--- src/rtl/pkt_tx_builder.sv ---
// pkt_tx_builder: assembles heartbeat, CH-announce and data packets from node state and streams them as 16-bit words.
// Latency: first header word one cycle after acceptance (data packets: one cycle after slot_active is seen); tx_done one cycle after the last word.
// Backpressure: tx_valid/tx_ready handshake; header words held until accepted; payload passes straight through (pay_ready = tx_ready in SEND_PAY).
//
// Ports:
//   clk, nrst                      clock (rising edge) and synchronous active-low reset
//   tx_req, tx_type, tx_dest,
//   tx_len                         packet request; only sampled in IDLE
//   myNodeID, hopsFromSink,
//   myQValue, energy, e_max,
//   e_min, role, low_E             node state, captured when a request is accepted
//   slot_active                    TDMA slot gate for data packets
//   pay_data, pay_valid, pay_ready payload source stream (data packets only)
//   tx_data, tx_valid, tx_last,
//   tx_ready                       outgoing word stream
//   busy, tx_done, tx_err          status; tx_done/tx_err are one-cycle pulses
module pkt_tx_builder #(
  parameter int unsigned MAX_LEN = 8
) (
  input  logic        clk,
  input  logic        nrst,
  input  logic        tx_req,
  input  logic [2:0]  tx_type,
  input  logic [15:0] tx_dest,
  input  logic [3:0]  tx_len,
  input  logic [15:0] myNodeID,
  input  logic [15:0] hopsFromSink,
  input  logic [15:0] myQValue,
  input  logic [15:0] energy,
  input  logic [15:0] e_max,
  input  logic [15:0] e_min,
  input  logic        role,
  input  logic        low_E,
  input  logic        slot_active,
  input  logic [15:0] pay_data,
  input  logic        pay_valid,
  output logic        pay_ready,
  output logic [15:0] tx_data,
  output logic        tx_valid,
  output logic        tx_last,
  input  logic        tx_ready,
  output logic        busy,
  output logic        tx_done,
  output logic        tx_err
);

  localparam logic [2:0] TYPE_HB   = 3'b000;
  localparam logic [2:0] TYPE_CH   = 3'b001;
  localparam logic [2:0] TYPE_DATA = 3'b101;

  localparam logic [3:0] MAX_LEN_W = 4'(MAX_LEN);

  // Index of the final header word for each packet kind.
  localparam logic [2:0] HB_LAST       = 3'd4;
  localparam logic [2:0] CH_LAST       = 3'd3;
  localparam logic [2:0] DATA_HDR_LAST = 3'd2;

  typedef enum logic [1:0] {
    IDLE,
    WAIT_SLOT,
    SEND_HDR,
    SEND_PAY
  } state_t;

  state_t      state_q, state_d;

  // Header words are built at acceptance time, so the packet in flight is
  // immune to later changes on the node-state inputs.
  logic [15:0] hdr_q [5];
  logic [15:0] hdr_d [5];
  logic [2:0]  hdr_last_q, hdr_last_d;
  logic [2:0]  hdr_idx_q, hdr_idx_d;
  logic        is_data_q, is_data_d;
  logic [3:0]  len_q, len_d;
  logic [3:0]  pay_cnt_q, pay_cnt_d;
  logic        done_q, done_d;
  logic        err_q, err_d;

  logic        req_ok;
  logic [15:0] hops_sat;
  logic [15:0] w0;
  logic        hdr_at_last;
  logic        pay_at_last;

  // Request legality: unknown types, CH announce from a non-CH node and
  // out-of-range data lengths are all rejected.
  always_comb begin
    req_ok = 1'b0;
    case (tx_type)
      TYPE_HB:   req_ok = 1'b1;
      TYPE_CH:   req_ok = role;
      TYPE_DATA: req_ok = (tx_len != 4'd0) && (tx_len <= MAX_LEN_W);
      default:   req_ok = 1'b0;
    endcase
  end

  // Hop count seen by the neighbour is ours plus one, pinned at all-ones.
  assign hops_sat = (hopsFromSink == 16'hFFFF) ? 16'hFFFF : hopsFromSink + 16'd1;

  // Length field only carries meaning for data packets.
  assign w0 = {tx_type, low_E, role, 7'b0, (tx_type == TYPE_DATA) ? tx_len : 4'd0};

  assign hdr_at_last = (hdr_idx_q == hdr_last_q);
  assign pay_at_last = (pay_cnt_q == (len_q - 4'd1));

  assign tx_done = done_q;
  assign tx_err  = err_q;

  always_ff @(posedge clk) begin
    if (!nrst) begin
      state_q    <= IDLE;
      for (int i = 0; i < 5; i++) begin
        hdr_q[i] <= '0;
      end
      hdr_last_q <= '0;
      hdr_idx_q  <= '0;
      is_data_q  <= 1'b0;
      len_q      <= '0;
      pay_cnt_q  <= '0;
      done_q     <= 1'b0;
      err_q      <= 1'b0;
    end else begin
      state_q    <= state_d;
      hdr_q      <= hdr_d;
      hdr_last_q <= hdr_last_d;
      hdr_idx_q  <= hdr_idx_d;
      is_data_q  <= is_data_d;
      len_q      <= len_d;
      pay_cnt_q  <= pay_cnt_d;
      done_q     <= done_d;
      err_q      <= err_d;
    end
  end

  always_comb begin
    state_d    = state_q;
    hdr_d      = hdr_q;
    hdr_last_d = hdr_last_q;
    hdr_idx_d  = hdr_idx_q;
    is_data_d  = is_data_q;
    len_d      = len_q;
    pay_cnt_d  = pay_cnt_q;
    done_d     = 1'b0;
    err_d      = 1'b0;

    tx_data    = '0;
    tx_valid   = 1'b0;
    tx_last    = 1'b0;
    pay_ready  = 1'b0;
    busy       = 1'b0;

    case (state_q)
      IDLE: begin
        // Also reached in the tx_done cycle, so back-to-back packets need no gap.
        if (tx_req) begin
          if (req_ok) begin
            for (int i = 0; i < 5; i++) begin
              hdr_d[i] = '0;
            end
            hdr_d[0]  = w0;
            hdr_d[1]  = myNodeID;
            hdr_idx_d = '0;
            pay_cnt_d = '0;
            is_data_d = 1'b0;
            len_d     = '0;
            case (tx_type)
              TYPE_HB: begin
                hdr_d[2]   = hops_sat;
                hdr_d[3]   = e_max;
                hdr_d[4]   = e_min;
                hdr_last_d = HB_LAST;
                state_d    = SEND_HDR;
              end
              TYPE_CH: begin
                hdr_d[2]   = myQValue;
                hdr_d[3]   = energy;
                hdr_last_d = CH_LAST;
                state_d    = SEND_HDR;
              end
              default: begin
                // Only data remains once req_ok has filtered the type.
                hdr_d[2]   = tx_dest;
                hdr_last_d = DATA_HDR_LAST;
                is_data_d  = 1'b1;
                len_d      = tx_len;
                state_d    = WAIT_SLOT;
              end
            endcase
          end else begin
            err_d = 1'b1;
          end
        end
      end

      WAIT_SLOT: begin
        busy = 1'b1;
        if (slot_active) begin
          state_d = SEND_HDR;
        end
      end

      SEND_HDR: begin
        busy     = 1'b1;
        tx_valid = 1'b1;
        tx_data  = hdr_q[hdr_idx_q];
        // A data packet's last word is always payload, never header.
        tx_last  = !is_data_q && hdr_at_last;
        if (tx_ready) begin
          if (hdr_at_last) begin
            if (is_data_q) begin
              state_d = SEND_PAY;
            end else begin
              state_d = IDLE;
              done_d  = 1'b1;
            end
          end else begin
            hdr_idx_d = hdr_idx_q + 3'd1;
          end
        end
      end

      SEND_PAY: begin
        // Pure pass-through; slot_active is deliberately ignored from here on.
        busy      = 1'b1;
        tx_data   = pay_data;
        tx_valid  = pay_valid;
        tx_last   = pay_valid && pay_at_last;
        pay_ready = tx_ready;
        if (pay_valid && tx_ready) begin
          if (pay_at_last) begin
            state_d = IDLE;
            done_d  = 1'b1;
          end else begin
            pay_cnt_d = pay_cnt_q + 4'd1;
          end
        end
      end

      default: begin
        state_d = IDLE;
      end
    endcase
  end

endmodule

--- config.mk ---
export PLATFORM = sky130hd
export DESIGN_NAME = pkt_tx_builder
export DESIGN_NICKNAME = d
export VERILOG_FILES = /design/src/rtl/pkt_tx_builder.sv
export SDC_FILE = /design/constraint.sdc
export NUM_CORES = 1
export LEC_CHECK = 0
export ABC_AREA = 1
export CAP_MARGIN = 20
export CELL_PAD_IN_SITES_DETAIL_PLACEMENT = 2
export CELL_PAD_IN_SITES_GLOBAL_PLACEMENT = 2
export CORE_UTILIZATION = 33
export DETAILED_ROUTE_END_ITERATION = 16
export DONT_BUFFER_PORTS = 1
export GPL_TIMING_DRIVEN = 0
export HOLD_SLACK_MARGIN = 0.06
export PLACE_DENSITY = 0.85
export SYNTH_ARGS = -nofsm -noshare
export SYNTH_HDL_FRONTEND = slang
export SYNTH_SLANG_ARGS = --single-unit
--- constraint.sdc ---
create_clock -name clk -period 1.9 [get_ports clk]
set_input_delay 0.38 -clock clk [delete_from_list [all_inputs] [get_ports clk]]
set_output_delay 0.38 -clock clk [all_outputs]
set_load 0.005 [all_outputs]
==> results.md <==
* GRT Residual Overflow at 0
* CP max FO at 7
* # setup viols final at 20
* Sink Count at 92
* Critical Path AT at 2.15 ns
* Hold Crit Class: in -> reg
* Vias per inst at 6.30
* Die X-Extent at 130 um
* Die Ht at 130 um
* Start point of the critical path: hdr_idx_q[0]$_SDFFE_PN0P_
* Post-Syn Nets at 968
* Worst-Margin Slew at 0.789 ns
* Worst EP required at 1.52 ns
* Worst setup path class: reg -> out
* Startpoint Class: register
* Cell count after placement at 1037
* TritonRoute pass-1 iters at 5
* Total chip power at 8350 uW
* 1st-iter DRT viols at 576
* # IOs at 165
* Final wirelength at 32100 um
* Seq/Total Area, Yosys at 34.3%
* Yosys reg bits at 92
* Peak supply drop at 0.596 mV
* WP buf/inv at 3
* Pin count of the biggest net entering global routing at 15
* # DRC at 0
* All-Layer GR Usage at 33.6%
* Clock root cell: clkbuf_16
* CTS tree: yes
* Area contributors post-synth: dfxtp_1, nand2_1, o21ai_0
* Global-route wire length before repair at 41800 um
* Nets at 1005
* Slowest cell delay on critical path at 0.45 ns
* Post-synth top area cell: dfxtp_1
* Min setup slack post-route at -0.631 ns
* DR WL/cell at 29.7 um
* RSZ-0062 raised after global routing: yes
* Register area at 1860 um^2
* Mean Syn Cell Area at 6.54 um^2
* P_leak at 0.00268 uW
* Vias in the first global route at 7147
* Final HPWL DP at 18400 um
* H-Tree Depth at 3
* Setup_tns at -4.54 ns
* FILL cells at 1867
* Fin. Hold Viols at 0
* Antenna-violating nets left at 0
* Reg2reg start: state_q[1]$_SDFFE_PN0P_
* Max cap viols at 0
* Slew HR at 47.4%
* Final Max Slew Viols at 0
* Starting Density at 33.8%
* Largest delay contributor family on the critical path: compound AO/OA/AOI/OAI gates
* # diodes at 0
* Area occupied by multi-input gates at 3460 um^2
* Post-synth cell types at 43
* Period utilization at 133%
* Yosys warns at 0
* CTS clk-pin slew, worst paths at 0.08 ns
* Row count at 46
* Hold_sp: tx_len[0]
* Die footprint at 16800 um^2
* CP endpoint kind: primary output
* Fmax at 0.395 GHz
* PD cells at 1210 nW/um^2
* Hold-fix buffers, CTS at 0
* Final cell count without fillers at 1079
* Initial antenna violation count at 0
* Status: finished, violations left
* Fin crit period at 2.53 ns
* Clk Latency, worst-skew pair at 0.38 ns
* Num CTS Buffers at 9
* Placed instance area at 5640 um^2
* Gp weighted congestion at 0.875
* Clock buffer depth at 2
* Synthesized area at 5370 um^2
* Core area at 15900 um^2
* Layout cells sized above 1 at 21.6%
* Crit-path cells: inv_8 -> clkbuf_16 -> buf_8 -> nor2_1 -> o22ai_2 -> o21ai_1 -> o21ai_2
* Worst Clk Skew at 0.0177 ns
* Area grow syn2layout at 28.4%
* Total number of vias at 6797
* CP max-delay cell: dfxtp_4
* Syn Inst Count at 821
* Dpl ws at -0.291 ns
* Final Cell Area at 6900 um^2
* Area share of the largest cell type after synthesis at 34.3%
* Violated checks: negative setup slack
* Port Buffer Count at 0
==> worst paths after layout <==
kind / slack, ns / cells past startpoint / end
setup reg to reg: -0.16 / 7 / hdr_q[19]$_SDFFE_PN0P_
hold / removal: 0.16 / 2 / len_q[0]$_SDFFE_PN0P_
hold reg to reg: 0.48 / 2 / hdr_q[1]$_SDFFE_PN0P_
setup / recovery: -0.63 / 7 / tx_data[0]
==> stage by stage <==
step	utilization [%]	hold slack [ns]
after CTS	41.0	0.147
after floorplan	-	0.417
after global routing	43.4	0.166
after detailed placement	35.5	0.435
after global placement	35.5	0.429
final	43.4	0.155
==> per-layer routing <==
metal  global-route usage [%]  up-vias  routed length, um
li1                         -     2847                  -
met1                     36.3     3408              11700
met2                     60.3      383              15800
met3                     10.7      159               2470
met4                     14.1        0               2100
met5                        0        -                  0
==> power by group <==
group / total [uW] / internal [uW] / switching (uW)
combinational: 3880 / 1440 / 2440
sequential: 2330 / 2110 / 224
clock: 2140 / 1260 / 880
==> timing repair <==
action                     4_1_cts  5_1_grt
setup endpoints to repair       50       81
cloned                           3        2
pin swaps                       25       36
resized for setup              129      102
buffers inserted                18        5
==> cells by family after synthesis <==
| family | after synthesis | share of synthesized area, % |
|---|---|---|
| buffers and inverters | 113 | 9.41 |
| DFF | 92 | 34.3 |
| xor gates and xnor gates | 14 | 2.28 |
| adders and majority gates | 4 | 0.932 |
| AOI/OAI and AO/OA | 224 | 23.0 |
| and+or+nand+nor | 374 | 30.1 |
==> cell type report <==
type | instances | share of cell area, %
Clock buffer | 12 | 3.86
Buffer | 54 | 6.46
Timing Repair Buffer | 28 | 4.23
Multi-Input combinational cell | 616 | 50.2
Clock inverter | 4 | 1.02
Tap cell | 216 | 3.92
Sequential cell | 92 | 26.9
Inverter | 57 | 3.39
==> cells in the final DEF, fill, tap and decap left out, drive strengths merged <==
master / netlist / layout
o221ai: 6 / 6
o31ai: 6 / 6
and3: 1 / 1
nand4: 22 / 22
o22ai: 2 / 2
nand3: 61 / 61
nand2: 167 / 167
clkbuf: 34 / 42
a211oi: 2 / 2
xor2: 9 / 9
clkinv: 2 / 4
o211a: 2 / 2
o21bai: 2 / 2
bufinv: 0 / 2
buf: 22 / 52
ha: 4 / 4
a21boi: 1 / 1
a21oi: 83 / 83
nor2: 110 / 110
nand3b: 1 / 1
xnor2: 5 / 5
nor3: 12 / 12
o21a: 1 / 1
a22oi: 13 / 13
dfxtp: 92 / 92
a31oi: 2 / 2
o21ai: 104 / 104
inv: 55 / 55
==> sequential cells by signal, summed over array words and instances, names as in the netlist <==
name and count:
pay_cnt_q 4, state_q 2, tx_done 1, len_q 4
is_data_q 1, hdr_q 73, hdr_idx_q 3, tx_err 1
hdr_last_q 3
==> cell usage after synthesis (all sizes together) <==
library cell  instances
o22ai                 2
a22oi                13
o221ai                6
ha                    4
a211oi                2
o21a                  1
o211a                 2
and3                  1
nor2                110
xor2                  9
o21bai                2
nand3b                1
a21boi                1
buf                  22
nand3                61
nand4                22
a21oi                83
a31oi                 2
xnor2                 5
nand2               167
o21ai               104
nor3                 12
clkbuf               34
dfxtp                92
inv                  55
clkinv                2
o31ai                 6
No activity file was read; power rests on OpenSTA's default activity.
